**src/rtl/rv32i_pkg.sv**
```systemverilog
// Shared RV32I definitions for the memory stage: funct3 width/sign codes,
// load/store unit FSM encodings, and request legality helpers.
package rv32i_pkg;

  localparam logic [2:0] F3_B  = 3'b000;
  localparam logic [2:0] F3_H  = 3'b001;
  localparam logic [2:0] F3_W  = 3'b010;
  localparam logic [2:0] F3_BU = 3'b100;
  localparam logic [2:0] F3_HU = 3'b101;

  typedef enum logic [1:0] {
    ST_IDLE = 2'd0,
    ST_REQ  = 2'd1,
    ST_WB   = 2'd2
  } lsu_state_t;

  // Stores only have signed-less B/H/W; loads add the unsigned B/H variants.
  function automatic logic f3_legal(input logic is_store, input logic [2:0] f3);
    logic ok;
    ok = 1'b0;
    case (f3)
      F3_B, F3_H, F3_W: ok = 1'b1;
      F3_BU, F3_HU:     ok = !is_store;
      default:          ok = 1'b0;
    endcase
    return ok;
  endfunction

  // Halfwords need an even address, words a 4-byte aligned one.
  function automatic logic f3_misaligned(input logic [2:0] f3, input logic [1:0] offset);
    logic bad;
    bad = 1'b0;
    case (f3)
      F3_H, F3_HU: bad = offset[0];
      F3_W:        bad = (offset != 2'b00);
      default:     bad = 1'b0;
    endcase
    return bad;
  endfunction

endpackage

```
**src/rtl/lsu_align.sv**
```systemverilog
// Byte-lane steering for stores and lane extraction / extension for loads.
// Purely combinational; the caller decides when the results are sampled.
module lsu_align
  import rv32i_pkg::*;
(
  input  logic [2:0]  st_funct3,
  input  logic [1:0]  st_offset,
  input  logic [31:0] st_data,
  output logic [31:0] st_wdata,
  output logic [3:0]  st_wstrb,
  input  logic [2:0]  ld_funct3,
  input  logic [1:0]  ld_offset,
  input  logic [31:0] ld_rdata,
  output logic [31:0] ld_data
);

  logic [7:0]  ld_byte;
  logic [15:0] ld_half;

  // Store: replicate narrow data across lanes so any lane can be enabled.
  always_comb begin
    st_wdata = st_data;
    st_wstrb = 4'b1111;
    case (st_funct3)
      F3_B: begin
        st_wdata = {4{st_data[7:0]}};
        st_wstrb = 4'b0001 << st_offset;
      end
      F3_H: begin
        st_wdata = {2{st_data[15:0]}};
        st_wstrb = 4'b0011 << st_offset;
      end
      default: ;
    endcase
  end

  // Load: pick the addressed lane, then sign- or zero-extend to 32 bits.
  always_comb begin
    ld_byte = ld_rdata[{ld_offset, 3'b000} +: 8];
    ld_half = ld_offset[1] ? ld_rdata[31:16] : ld_rdata[15:0];
    case (ld_funct3)
      F3_B:    ld_data = {{24{ld_byte[7]}}, ld_byte};
      F3_BU:   ld_data = {24'h000000, ld_byte};
      F3_H:    ld_data = {{16{ld_half[15]}}, ld_half};
      F3_HU:   ld_data = {16'h0000, ld_half};
      default: ld_data = ld_rdata;
    endcase
  end

endmodule

```
**src/rtl/load_store_unit.sv**
```systemverilog
// Memory-stage load/store unit: accepts one request at a time, drives a
// req/ready data port, aborts on a bus timeout and produces a one-cycle
// register-file writeback for loads.
module load_store_unit
  import rv32i_pkg::*;
#(
  parameter int TIMEOUT_CYCLES = 255
) (
  input  logic        clk,
  input  logic        rst,
  input  logic        start,
  input  logic        op_store,
  input  logic [2:0]  funct3,
  input  logic [31:0] addr,
  input  logic [31:0] store_data,
  input  logic [4:0]  rd,
  output logic        busy,
  output logic        done,
  output logic        misaligned,
  output logic        access_fault,
  output logic        wb_we,
  output logic [4:0]  wb_rd,
  output logic [31:0] wb_data,
  output logic        mem_req,
  output logic        mem_we,
  output logic [31:0] mem_addr,
  output logic [31:0] mem_wdata,
  output logic [3:0]  mem_wstrb,
  input  logic        mem_ready,
  input  logic [31:0] mem_rdata
);

  localparam int CNT_W = $clog2(TIMEOUT_CYCLES + 1);
  // Value held during the last REQ cycle allowed before the abort.
  localparam logic [CNT_W-1:0] CNT_LAST = CNT_W'(TIMEOUT_CYCLES - 1);

  lsu_state_t state_reg, state_next;

  logic             op_store_reg;
  logic [2:0]       funct3_reg;
  logic [1:0]       offset_reg;
  logic [4:0]       rd_reg;
  logic [31:0]      addr_reg;
  logic [31:0]      wdata_reg;
  logic [3:0]       wstrb_reg;
  logic [CNT_W-1:0] cnt_reg;
  logic [4:0]       wb_rd_reg;
  logic [31:0]      wb_data_reg;
  logic             misaligned_reg;
  logic             fault_reg;

  logic        req_legal;
  logic        req_misaligned;
  logic        accept;
  logic        timeout_hit;
  logic [31:0] st_wdata;
  logic [3:0]  st_wstrb;
  logic [31:0] ld_data;

  assign req_legal      = f3_legal(op_store, funct3);
  assign req_misaligned = f3_misaligned(funct3, addr[1:0]);
  assign accept         = (state_reg == ST_IDLE) && start && req_legal && !req_misaligned;
  assign timeout_hit    = (state_reg == ST_REQ) && !mem_ready && (cnt_reg == CNT_LAST);

  // Store steering uses the live request; load extraction uses the latched one.
  lsu_align u_align (
    .st_funct3 (funct3),
    .st_offset (addr[1:0]),
    .st_data   (store_data),
    .st_wdata  (st_wdata),
    .st_wstrb  (st_wstrb),
    .ld_funct3 (funct3_reg),
    .ld_offset (offset_reg),
    .ld_rdata  (mem_rdata),
    .ld_data   (ld_data)
  );

  // State register.
  always_ff @(posedge clk) begin
    if (rst) state_reg <= ST_IDLE;
    else     state_reg <= state_next;
  end

  // Next-state logic; a ready on the final allowed cycle beats the timeout.
  always_comb begin
    state_next = state_reg;
    case (state_reg)
      ST_IDLE: if (accept) state_next = ST_REQ;
      ST_REQ: begin
        if (mem_ready)        state_next = ST_WB;
        else if (timeout_hit) state_next = ST_IDLE;
      end
      ST_WB:   state_next = ST_IDLE;
      default: state_next = ST_IDLE;
    endcase
  end

  // Outputs decoded from state and the latched request.
  always_comb begin
    busy    = (state_reg != ST_IDLE);
    mem_req = (state_reg == ST_REQ);
    mem_we  = (state_reg == ST_REQ) && op_store_reg;
    done    = (state_reg == ST_WB);
    wb_we   = (state_reg == ST_WB) && !op_store_reg && (rd_reg != 5'd0);
  end

  // Request latches, timeout counter, writeback capture and fault pulses.
  always_ff @(posedge clk) begin
    if (rst) begin
      op_store_reg   <= 1'b0;
      funct3_reg     <= 3'b000;
      offset_reg     <= 2'b00;
      rd_reg         <= 5'd0;
      addr_reg       <= 32'h0;
      wdata_reg      <= 32'h0;
      wstrb_reg      <= 4'h0;
      cnt_reg        <= '0;
      wb_rd_reg      <= 5'd0;
      wb_data_reg    <= 32'h0;
      misaligned_reg <= 1'b0;
      fault_reg      <= 1'b0;
    end else begin
      misaligned_reg <= (state_reg == ST_IDLE) && start && req_legal && req_misaligned;
      fault_reg      <= ((state_reg == ST_IDLE) && start && !req_legal) || timeout_hit;
      if (accept) begin
        op_store_reg <= op_store;
        funct3_reg   <= funct3;
        offset_reg   <= addr[1:0];
        rd_reg       <= rd;
        addr_reg     <= {addr[31:2], 2'b00};
        wdata_reg    <= st_wdata;
        wstrb_reg    <= op_store ? st_wstrb : 4'h0;
        cnt_reg      <= '0;
      end
      if ((state_reg == ST_REQ) && !mem_ready) cnt_reg <= cnt_reg + 1'b1;
      if ((state_reg == ST_REQ) && mem_ready && !op_store_reg) begin
        wb_rd_reg   <= rd_reg;
        wb_data_reg <= ld_data;
      end
    end
  end

  assign misaligned   = misaligned_reg;
  assign access_fault = fault_reg;
  assign wb_rd        = wb_rd_reg;
  assign wb_data      = wb_data_reg;
  assign mem_addr     = addr_reg;
  assign mem_wdata    = wdata_reg;
  assign mem_wstrb    = wstrb_reg;

endmodule

```
**config.mk**
```make
export PLATFORM = sky130hd
export DESIGN_NAME = load_store_unit
export DESIGN_NICKNAME = d
export VERILOG_FILES = /design/src/rtl/rv32i_pkg.sv /design/src/rtl/lsu_align.sv /design/src/rtl/load_store_unit.sv
export SDC_FILE = /design/constraint.sdc
export NUM_CORES = 1
export LEC_CHECK = 0
export CAP_MARGIN = 10
export CELL_PAD_IN_SITES_DETAIL_PLACEMENT = 2
export CELL_PAD_IN_SITES_GLOBAL_PLACEMENT = 2
export CORE_MARGIN = 1.5
export CORE_UTILIZATION = 26
export CTS_CLUSTER_SIZE = 10
export DETAILED_ROUTE_END_ITERATION = 7
export MAX_ROUTING_LAYER = met4
export PLACE_DENSITY = 0.84
export SLEW_MARGIN = 25
export SYNTH_ARGS = -nofsm -noshare
export SYNTH_HDL_FRONTEND = slang
export SYNTH_SLANG_ARGS = --single-unit
```
**constraint.sdc**
```tcl
create_clock -name clk -period 4.1 [get_ports clk]
set_input_delay 1.025 -clock clk [delete_from_list [all_inputs] [get_ports clk]]
set_output_delay 1.025 -clock clk [all_outputs]
set_load 0.005 [all_outputs]
```
### After elaboration in Yosys (flattened, before gate mapping)

Cells that the tools add are included.

| storage, ports and cells | value |
|---|---|
| output and inout port bits | 112 |
| register bits | 126 |
| bits of input ports | 109 |
| logic and storage cells | 71 |

| cells by class | value |
|---|---|
| add/sub/neg operators | 1 |
| reductions and logical operators | 29 |
| multiplexer cells | 13 |
| shift-type cells | 3 |
| equal/unequal tests | 12 |

Operators with widths:

| kind | number |
|---|---|
| $pmux 32 s4 | 1 |
| $pmux 32 s2 | 1 |
| $shiftx 32x6->8 | 1 |
| $mux 16 | 1 |
| $mux 8 | 2 |
| $eq 3x3->1 const B | 4 |
| $logic_and 1x1->1 | 12 |
| $add 8x1->8 const B | 1 |
| $eq 8x8->1 const B | 1 |
| $pmux 4 s2 | 1 |
| $eq 3x1->1 const B | 2 |
| $logic_not 3->1 | 2 |
| $mux 2 | 3 |
| $reduce_bool 2->1 | 3 |
| $logic_not 1->1 | 5 |
| $reduce_bool 5->1 | 1 |
| $mux 4 | 1 |
| $pmux 1 s2 | 2 |
| $pmux 2 s2 | 1 |
| $reduce_or 2->1 | 2 |
| $shl 1x2->4 const A | 1 |
| $shl 2x2->4 const A | 1 |
| $eq 3x2->1 const B | 1 |
| $ne 3x1->1 const B | 1 |
| other kinds (7) | 7 |

### Depth between registers and ports, before layout

Gate-level depths: netlist of run 1.

| depth | value |
|---|---|
| depth after elaboration | 7 |
| depth in mapped cells | 7 |
| depth with buffers taken out | 5 |

### Modules after synthesis

Synthesis of run 1 repeated with hierarchy kept, for this count alone.

| second synthesis, totals | value |
|---|---|
| cell total of the unflattened synthesis | 783 |
| area, all modules | 6029.5 um^2 |

Modules (own cells, without submodules):

| module | instances | cells each | sequential area each (um^2) | area each (um^2) |
|---|---|---|---|---|
| load_store_unit | 1 | 604 | 2522.4 | 4882.2 |
| lsu_align | 1 | 179 | 0.0 | 1147.4 |

### Worst setup path before layout of run 1

OpenSTA, ideal clock, no wires.

| timing path | value |
|---|---|
| path type | input port to flip-flop |
| from | in funct3[2] |
| to | reg addr_reg[12] (netlist: mem_addr[12]) |
| cell stages on the path | 6 |
| buffers on the path | 2 |
| path slack | 1.820 ns |
| arrival time | 2.148 ns |
| required time | 3.968 ns |
| library setup time | 0.132 ns |
| cell sequence | or3b_1 o22a_1 buf_2 buf_1 nand3_1 a21oi_1 |

| between the ends | value |
|---|---|
| cells in the longest elaborated chain, start to end | 5 |
| elaborated cells between the ends (all ways) | 13 |
| classes of those cells | eq/ne (4); mux (2); reduce/logical (7) |

Ends and longest elaborated chain:

| element | RTL line | source |
|---|---|---|
| start: declaration | load_store_unit.sv:13 | `input logic [2:0] funct3,` |
| $eq 3x2->1, or another cell as far along | rv32i_pkg.sv:21, rv32i_pkg.sv:33 |  |
| $reduce_or 3->1, or another cell as far along | rv32i_pkg.sv:21 | `case (f3)` |
| $pmux 1 s2, on equally long branches | rv32i_pkg.sv:21, rv32i_pkg.sv:33 |  |
| $logic_and 1x1->1 or $logic_not 1->1 (tied branches) | load_store_unit.sv:62 | `assign accept = (state_reg == ST_IDLE) && start && req_legal && !req_misaligned;` |
| $logic_and 1x1->1 * | load_store_unit.sv:62 |  |
| end signal: assignment | load_store_unit.sv:130 | `addr_reg <= {addr[31:2], 2'b00};` |
| end: declaration | load_store_unit.sv:43 | `logic [31:0] addr_reg;` |

Every way passes the cells marked *; elsewhere a longest branch is shown, timed or not.
A chain may end at the register's enable or synchronous reset.

### Worst setup path in the final report of run 1

| timing path | value |
|---|---|
| from | in funct3[1] |
| to | reg op_store_reg |

| between the ends | value |
|---|---|
| cells in the longest elaborated chain, start to end | 5 |
| elaborated cells between the ends (all ways) | 13 |
| classes of those cells | eq/ne (4); mux (2); reduce/logical (7) |

Ends and longest elaborated chain:

| element | RTL line | source |
|---|---|---|
| $eq 3x2->1, or another cell as far along | rv32i_pkg.sv:21, rv32i_pkg.sv:33 |  |
| $reduce_or 3->1, or another cell as far along | rv32i_pkg.sv:21 |  |
| $pmux 1 s2, on equally long branches | rv32i_pkg.sv:21, rv32i_pkg.sv:33 |  |
| $logic_and 1x1->1 or $logic_not 1->1 (tied branches) | load_store_unit.sv:62 |  |
| $logic_and 1x1->1 * | load_store_unit.sv:62 |  |
| end signal: assignment | load_store_unit.sv:126 | `op_store_reg <= op_store;` |
| end: declaration | load_store_unit.sv:39 | `logic op_store_reg;` |

Marked as above.

==> results of run 1 <==
-- layout by cell type (no fill, tap or decap), types with 7 or more instances in the layout --
master / netlist / layout
clkdlybuf4s50_1: 0 / 217
o21ai_0: 128 / 128
dfxtp_1: 126 / 126
a21oi_1: 101 / 101
nand3_1: 58 / 58
nand2_1: 47 / 47
o211ai_1: 20 / 20
clkbuf_16: 0 / 17
buf_4: 4 / 14
mux2i_1: 11 / 11
nand3b_1: 9 / 9
a211oi_1: 8 / 8
a311oi_1: 8 / 8
mux2_2: 7 / 7
a222oi_1: 7 / 7
-- stage by stage --
| step | hold slack [ps] | cell area (um^2) | utilization |
|---|---|---|---|
| 4_1_cts | 469 | 8540 | 0.409 |
| 3_5_place_dp | 461 | 7930 | 0.380 |
| 5_1_grt | 496 | 8540 | 0.409 |
| 6_report | 464 | 8540 | 0.409 |
| 2_1_floorplan | 436 | 5520 | - |
| 3_3_place_gp | 443 | 7930 | 0.380 |
-- layout make-up --
cell class              count  area, um^2
fillers                  2299       12300
multi-input cells         468        2710
flip-flops and latches    126        2520
repair buffers            234        2340
clock buffers              22         474
well taps                 275         344
clock inverters            10         135
inverters                   5        18.8
-- synthesized netlist by cell type (all sizes together) (2+ instances only) --
cell,count,share of area
a2111oi,2,0.0032
a211oi,9,0.013
a21oi,101,0.092
a222oi,7,0.013
a311oi,8,0.013
a31o,5,0.0079
a31oi,2,0.0023
and2,3,0.0034
and3,2,0.0023
buf,20,0.019
clkbuf,49,0.034
dfxtp,126,0.46
ha,2,0.0045
inv,4,0.0027
mux2,7,0.014
mux2i,11,0.020
nand2,47,0.032
nand2b,2,0.0023
nand3,58,0.053
nand3b,9,0.012
nand4,5,0.0057
nor2,6,0.0045
nor2b,4,0.0045
nor3,2,0.0018
nor3b,4,0.0064
o211ai,20,0.027
o21ai,129,0.12
o21bai,2,0.0027
o32ai,2,0.0032
or3,4,0.0045
or3b,2,0.0032
or4,2,0.0027
-- final timing paths --
| kind | startpoint | to | slack (ps) | cells past startpoint |
|---|---|---|---|---|
| setup reg to reg | state_reg[1] | op_store_reg | 1700 | 4 |
| setup / recovery | funct3[1] | op_store_reg | 910 | 5 |
| hold / removal | wb_rd[0] | wb_rd[0] | 460 | 2 |
| hold reg to reg | wb_rd[0] | wb_rd[0] | 460 | 2 |
-- cell families (layout without fill, tap and decap cells) --
family | count (synthesis) | in the layout | synth area share
other | 1 | 2 | 0.000680
adders and majority gates | 2 | 2 | 0.00454
and+or+nand+nor | 154 | 154 | 0.144
DFF | 126 | 126 | 0.458
AOI/OAI and AO/OA | 292 | 292 | 0.302
buffers and inverters | 74 | 271 | 0.0570
muxes | 18 | 18 | 0.0343
-- power by group --
part / internal (W) / total [W] / switching [W]
Clock: 0.00100 / 0.00160 / 0.000595
Sequential: 0.00128 / 0.00132 / 0.0000402
Combinational: 0.000265 / 0.000524 / 0.000259
-- critical path, cell delays in order --
cell,delay (ps)
clkdlybuf4s50_1,570
o21ai_0,350
and4_2,560
nand2_1,540
a31o_2,440
-- routing by layer --
metal / vias to the layer above / wire (um)
li1: 2828 / -
met1: 3007 / 10300
met2: 211 / 11500
met3: 26 / 1930
met4: 0 / 391
met5: - / 0
==> impl_metrics.env, run 1 <==
export IMPL_outcome="complete, no violations"
export IMPL_drt_wl_total_mm=24.1
export IMPL_grt_pass1_vias=6536
export IMPL_core_area_um2=20900
export IMPL_yosysWarnings=0
export IMPL_clk_latency_ps=420
export IMPL_syn_to_final_growth_pct=54.9
export IMPL_synth_async_reset_ratio=0
export IMPL_grt_max_degree=53
export IMPL_pre_cts_slack_ps=504
export IMPL_drtPass1Iterations=4
export IMPL_vias=6072
export IMPL_nNetsFinal=963
export IMPL_drive_gt1_frac=0.0798
export IMPL_critPathMaxFanout=21
export IMPL_cts_tree="yes"
export IMPL_ir_drop_uv=312
export IMPL_busiest_layer="met2"
export IMPL_hp_class="reg2reg"
export IMPL_use_met1=0.272
export IMPL_use_met3=0.0702
export IMPL_synth_top_flop_cell="dfxtp_1"
export IMPL_numClockSinks=126
export IMPL_grt_met2_usage=0.373
export IMPL_port_buffers=218
export IMPL_max_slew_margin_rel=0.375
export IMPL_max_cap_violations=0
export IMPL_viasPerCell=5.33
export IMPL_routabilityCongestion=0.756
export IMPL_finalSetupViolCount=0
export IMPL_clk_pin_slew_ps=60
export IMPL_worstPathRequired_ps=4410
export IMPL_setup_tns_final_ps=0
export IMPL_syn_cell_area_um2=5510
export IMPL_seq_area_frac_synth=0.458
export IMPL_dieWidth_um=149
export IMPL_cts_hold_buffers=0
export IMPL_fp_row_count=53
export IMPL_dieArea_um2=22100
export IMPL_clock_fmax_ghz=0.313
export IMPL_netlist_instances=667
export IMPL_die_y_um=149
export IMPL_powerDensity_nw_per_um2=403
export IMPL_drv_slew=0
export IMPL_cp_end_kind="flip-flop"
export IMPL_initial_core_util=0.264
export IMPL_dp_cells=1108
export IMPL_power_w=0.00345
export IMPL_numCtsBuffers=17
export IMPL_grt_pass1_wl_mm=37.6
export IMPL_worst_slew_pin_slew_ps=936
export IMPL_instances_no_fill=1140
export IMPL_cts_root_buf="clkbuf_16"
export IMPL_fin_crit_sh=0.779
export IMPL_io_pins=221
export IMPL_crit_type="in2reg"
export IMPL_period_minus_slack_ps=3190
export IMPL_synth_seq_cells=126
export IMPL_synth_edff_count=0
export IMPL_clk_path_buf_depth=2
export IMPL_hpwl_mm=16.2
export IMPL_final_hold_viol_count=0
export IMPL_cp_arrival_ps=3500
export IMPL_cts_setup_buffers=0
export IMPL_cts_resized=0
export IMPL_antenna_cells=0
export IMPL_crit_path_start_kind="input pin"
export IMPL_ant_nets=0
export IMPL_layout_setup_ws_ps=907
export IMPL_overflow=0
export IMPL_p_leak_nw=2.86
export IMPL_syn_avg_cell_area_um2=8.27
export IMPL_track_usage=0.228
export IMPL_fin_skew_ps=8.81
export IMPL_ys_types=51
export IMPL_htreeDepth=4
export IMPL_antenna_found_initial=0
export IMPL_routedWlPerCell_um=21.2
export IMPL_post_route_drc_count=0
export IMPL_grt_setup_unrepaired="false"
export IMPL_drt_iter0_markers=253
Power figures use the tool's default switching activity.
==> run 2, diff against run 1 <==
- CORE_UTILIZATION: 26 -> 24
- PLACE_DENSITY: 0.84 -> 0.78
- clock period: 4.1 -> 3.31 ns (I/O delays scaled with it)
==> run 2 against run 1 <==
Net effect: combinational power grew 24%; non-clock buffer count grew 6; count of clock-buffer cells in the layout shrank 2; setup slack lost 420 ps; core utilization shrank 2.5 points; hold slack lost 2.3 ps; die area grew 8.2%; sequential share of layout area shrank 0.46 points; register-to-register slack lost 450 ps; critical path type is now reg2out; largest power group unchanged.
==> impl_metrics.env, run 2 (synthesis results as in run 1) <==
export IMPL_outcome="complete, no violations"
export IMPL_cp_arrival_ps=2000
export IMPL_clock_fmax_ghz=0.354
export IMPL_post_route_drc_count=0
export IMPL_ant_nets=0
export IMPL_layout_commonest_cell="clkdlybuf4s50_1"
export IMPL_worst_path_buf_inv=1
export IMPL_layout_setup_ws_ps=482
export IMPL_whs_ps=462
export IMPL_cts_root_buf="clkbuf_16"
export IMPL_drv_slew=0
export IMPL_p_sw_frac=0.244
export IMPL_core_area_um2=22600
export IMPL_grt_max_degree=64
export IMPL_grt_pass1_vias=6403
export IMPL_cts_hold_buffers=0
export IMPL_slowest_delay_ps=540
export IMPL_nNetsFinal=969
export IMPL_io_pins=221
export IMPL_critPathMaxFanout=3
export IMPL_ir_drop_uv=302
export IMPL_mostFrequentLayoutCells="217 x clkdlybuf4s50_1, 128 x o21ai_0, 126 x dfxtp_1, 101 x a21oi_1, 58 x nand3_1"
export IMPL_fin_skew_ps=10.6
export IMPL_cts_setup_buffers=0
export IMPL_max_cap_violations=0
export IMPL_crit_chain="or4_1 > nor2_1 > nor3b_1 > clkdlybuf4s50_1"
export IMPL_clk_latency_ps=410
export IMPL_die_y_um=155
export IMPL_drt_iter0_markers=235
export IMPL_numCtsBuffers=17
export IMPL_hpwl_mm=15.8
export IMPL_p_sw_w=0.00109
export IMPL_cp_slowest_cell="or4_1"
export IMPL_place_area_um2=8000
export IMPL_numClockSinks=126
export IMPL_final_hold_viol_count=0
export IMPL_pre_cts_slack_ps=337
export IMPL_seqPwrFrac=0.367
export IMPL_syn_to_final_growth_pct=57.3
export IMPL_initial_core_util=0.244
export IMPL_fp_row_count=55
export IMPL_drt_wl_total_mm=23.4
export IMPL_cts_tree="yes"
export IMPL_port_buffers=218
export IMPL_setup_tns_final_ps=0
export IMPL_overflow=0
export IMPL_vias=5998
export IMPL_worstPathRequired_ps=2480
export IMPL_hp_start="wb_rd[2]"
export IMPL_grt_setup_unrepaired="false"
export IMPL_cp_top_family="simple AND/OR/NAND/NOR gates"
export IMPL_cp_end_kind="primary output"
export IMPL_instances_no_fill=1157
export IMPL_powerDensity_nw_per_um2=514
export IMPL_routabilityCongestion=0.764
export IMPL_crit_type="reg2out"
export IMPL_clk_path_buf_depth=2
export IMPL_final_area_um2=8670
export IMPL_cts_resized=0
export IMPL_max_slew_margin_rel=0.422
export IMPL_clk_pin_slew_ps=60
export IMPL_htreeDepth=4
export IMPL_dieArea_um2=23900
export IMPL_dieWidth_um=155
export IMPL_p_leak_nw=2.92
export IMPL_routedWlPerCell_um=20.2
export IMPL_antenna_found_initial=1
export IMPL_drtPass1Iterations=5
export IMPL_viasPerCell=5.18
export IMPL_crit_path_start_kind="flip-flop"
export IMPL_hp_class="reg2reg"
export IMPL_finalSetupViolCount=0
export IMPL_r2r_start="offset_reg[1]"
export IMPL_crit_start="rd_reg[1]"
export IMPL_pwr_share_comb=0.146
export IMPL_power_internal_w=0.00337
export IMPL_track_usage=0.201
export IMPL_power_clock_fraction=0.487
export IMPL_worst_slew_pin_slew_ps=865
export IMPL_period_minus_slack_ps=2830
export IMPL_fin_crit_sh=0.854
export IMPL_drive_gt1_frac=0.0873
export IMPL_dp_cells=1124
export IMPL_grt_pass1_wl_mm=36.3
[run 2: worst min-delay path: stages, from the launching register on]
cell and delay, ps:
dfxtp_1 310, nand2_1 50, a21oi_1 50
[run 2: path summary, 6_finish.rpt]
| path | end | cells past startpoint | slack [ps] |
|---|---|---|---|
| worst max register to register | wb_data[12] | 4 | 1250 |
| worst min-delay path | wb_rd[2] | 2 | 460 |
| worst max-delay path | wb_we | 4 | 480 |
| worst min register to register | wb_rd[2] | 2 | 460 |
[run 2: metal layers]
metal,track usage,vias to the layer above,part of all wire
li1,-,2835,-
met3,0.0686,15,0.070
met1,0.237,2978,0.45
met4,0.0453,0,0.0092
met5,-,-,0
met2,0.332,170,0.47
[run 2: through the flow]
| step | total power, W | utilization |
|---|---|---|
| after floorplan | 0.00192 | - |
| after global placement | 0.00231 | 0.354 |
| after detailed placement | 0.00232 | 0.354 |
| after CTS | 0.00452 | 0.384 |
| after global routing | 0.00465 | 0.384 |
| final | 0.00446 | 0.384 |
[run 2: area by class of cell]
type	count	area, um^2
clock buffer	20	457
sequential	126	2520
tap	285	357
multi-input combinational	468	2710
antenna	1	2.50
clock inverter	12	214
timing repair buffer	240	2390
fill	2540	13900
inverter	5	18.8
[run 2: power by group through the flow]
stage                     Clock (W)  Combinational, W  Sequential (W)
final                       0.00217          0.000650         0.00164
after global routing        0.00230          0.000708         0.00164
after CTS                   0.00222          0.000659         0.00164
after detailed placement          0          0.000651         0.00167
after global placement            0          0.000642         0.00167
after floorplan                   0          0.000261         0.00166
==> RTL change: new RTL, settings of run 2 <==
The 3 states of `lsu_state_t` get a one-hot encoding in 3 bits.
--- a/src/rtl/rv32i_pkg.sv
+++ b/src/rtl/rv32i_pkg.sv
@@ -9,8 +9,8 @@
   localparam logic [2:0] F3_HU = 3'b101;
 
-  typedef enum logic [1:0] {
-    ST_IDLE = 2'd0,
-    ST_REQ  = 2'd1,
-    ST_WB   = 2'd2
+  typedef enum logic [2:0] {
+    ST_IDLE = 3'b001,
+    ST_REQ  = 3'b010,
+    ST_WB   = 3'b100
   } lsu_state_t;
 
Check against the original RTL: same outputs for any inputs over 4 cycles, from zero or initial values and one cycle with rst high; so few cycles prove little.
==> RTL change against run 2 <==
Count of clock-buffer cells in the layout decreased by 3; global-route usage decreased by 0.17 points; critical path depth unchanged; total power decreased by 5.6%; via count increased by 1.7%; clock skew increased by 0.0038 ns; setup slack got worse by 0.054 ns; cell area increased by 1.2%; sequential cell count increased by 1; worst hold slack got worse by 0.011 ns; wire length increased by 0.33%; synthesized area increased by 2.7%; maximum frequency decreased by 1.9%; largest power group unchanged.
==> RTL change: results (changes against run 2) <==
| Metric | Value |
|---|---|
| Unique masters post-synth | `54 (was 51)` |
| CP arrival | `2.05 ns (was 2.00 ns)` |
| Hold Crit Endpoint | `mem_wstrb[0] (was wb_rd[2])` |
| Via count | `6101 (was 5998)` |
| R2R depth | `5 (was 4)` |
| Non-clk buf share | `27.1% (was 27.6%)` |
| Insertion delay to the later sink of the worst-skew pair | `0.43 ns (was 0.41 ns)` |
| Largest net degree at the start of global routing | `83 (was 64)` |
| Vias in the first global route | `6569 (was 6403)` |
| Num Clock Sinks | `127 (was 126)` |
| Min-delay src | `mem_wstrb[0] (was wb_rd[2])` |
| Sw power | `1.11 mW (was 1.09 mW)` |
| Worst slew pin tran | `0.945 ns (was 0.865 ns)` |
| Largest cells by area after synthesis | `dfxtp_1 (45%), a21oi_1 (9.6%), o21ai_0 (9.6%) (was dfxtp_1 (46%), o21ai_0 (12%), a21oi_1 (9.2%))` |
| Met2 GRT Util | `32.7% (was 33.2%)` |
| Sequential area share after synthesis | `44.9% (was 45.8%)` |
| FF-to-FF setup slack | `1.07 ns (was 1.25 ns)` |
| Initial drt markers | `322 (was 235)` |
| Buffers excl. clock | `241 (was 240)` |
| Worst Clk Skew | `0.0144 ns (was 0.0106 ns)` |
| Wire length on met1 | `10200 um (was 10500 um)` |
| Commonest cells in the netlist | `dfxtp_1 (127), a21oi_1 (109), o21ai_0 (109) (was o21ai_0 (128), dfxtp_1 (126), a21oi_1 (101))` |
| ClkCell Share | `6.93% (was 7.73%)` |
| Final worst setup slack | `0.429 ns (was 0.482 ns)` |
| FILL cells | `2613 (was 2540)` |
| Layout net count | `999 (was 969)` |
| Share of the synthesized area in the top cell type | `44.9% (was 45.8%)` |
| Final GP Congestion | `0.766 (was 0.764)` |
| Layout cells sized above 1 | `7.77% (was 8.73%)` |
| Pre-CTS setup slack | `0.149 ns (was 0.337 ns)` |
| Met3 wire length | `1860 um (was 1630 um)` |
| Wire per inst | `19.2 um (was 20.2 um)` |
| Status | `complete, no violations (unchanged)` |
| IR drop worst, VDD | `233 uV (was 302 uV)` |
| Multi-input comb cells | `485 (was 468)` |
==> RTL change: per-stage QoR <==
| step | util, % | hold WS [ns] | total power [mW] | cells | area [um2] |
|---|---|---|---|---|---|
| final | 37.6 | 0.451 | 4.21 | 1221 | 8780 |
| after detailed placement | 34.9 | 0.446 | 2.28 | 1187 | 8150 |
| after global routing | 37.6 | 0.474 | 4.40 | 1221 | 8780 |
| after CTS | 37.5 | 0.454 | 4.27 | 1219 | 8750 |
| after floorplan | - | 0.436 | 1.92 | 694 | 5660 |
| after global placement | 34.9 | 0.436 | 2.27 | 1187 | 8150 |
==> RTL change: cells by family after synthesis <==
logic type	Yosys count	synth area share, %
other	1	0.0663
buffers and inverters	82	6.15
AOI/OAI and AO/OA	279	28.0
and+or+nand+nor	175	15.4
muxes	27	5.00
adders and majority gates	2	0.442
DFF	127	44.9
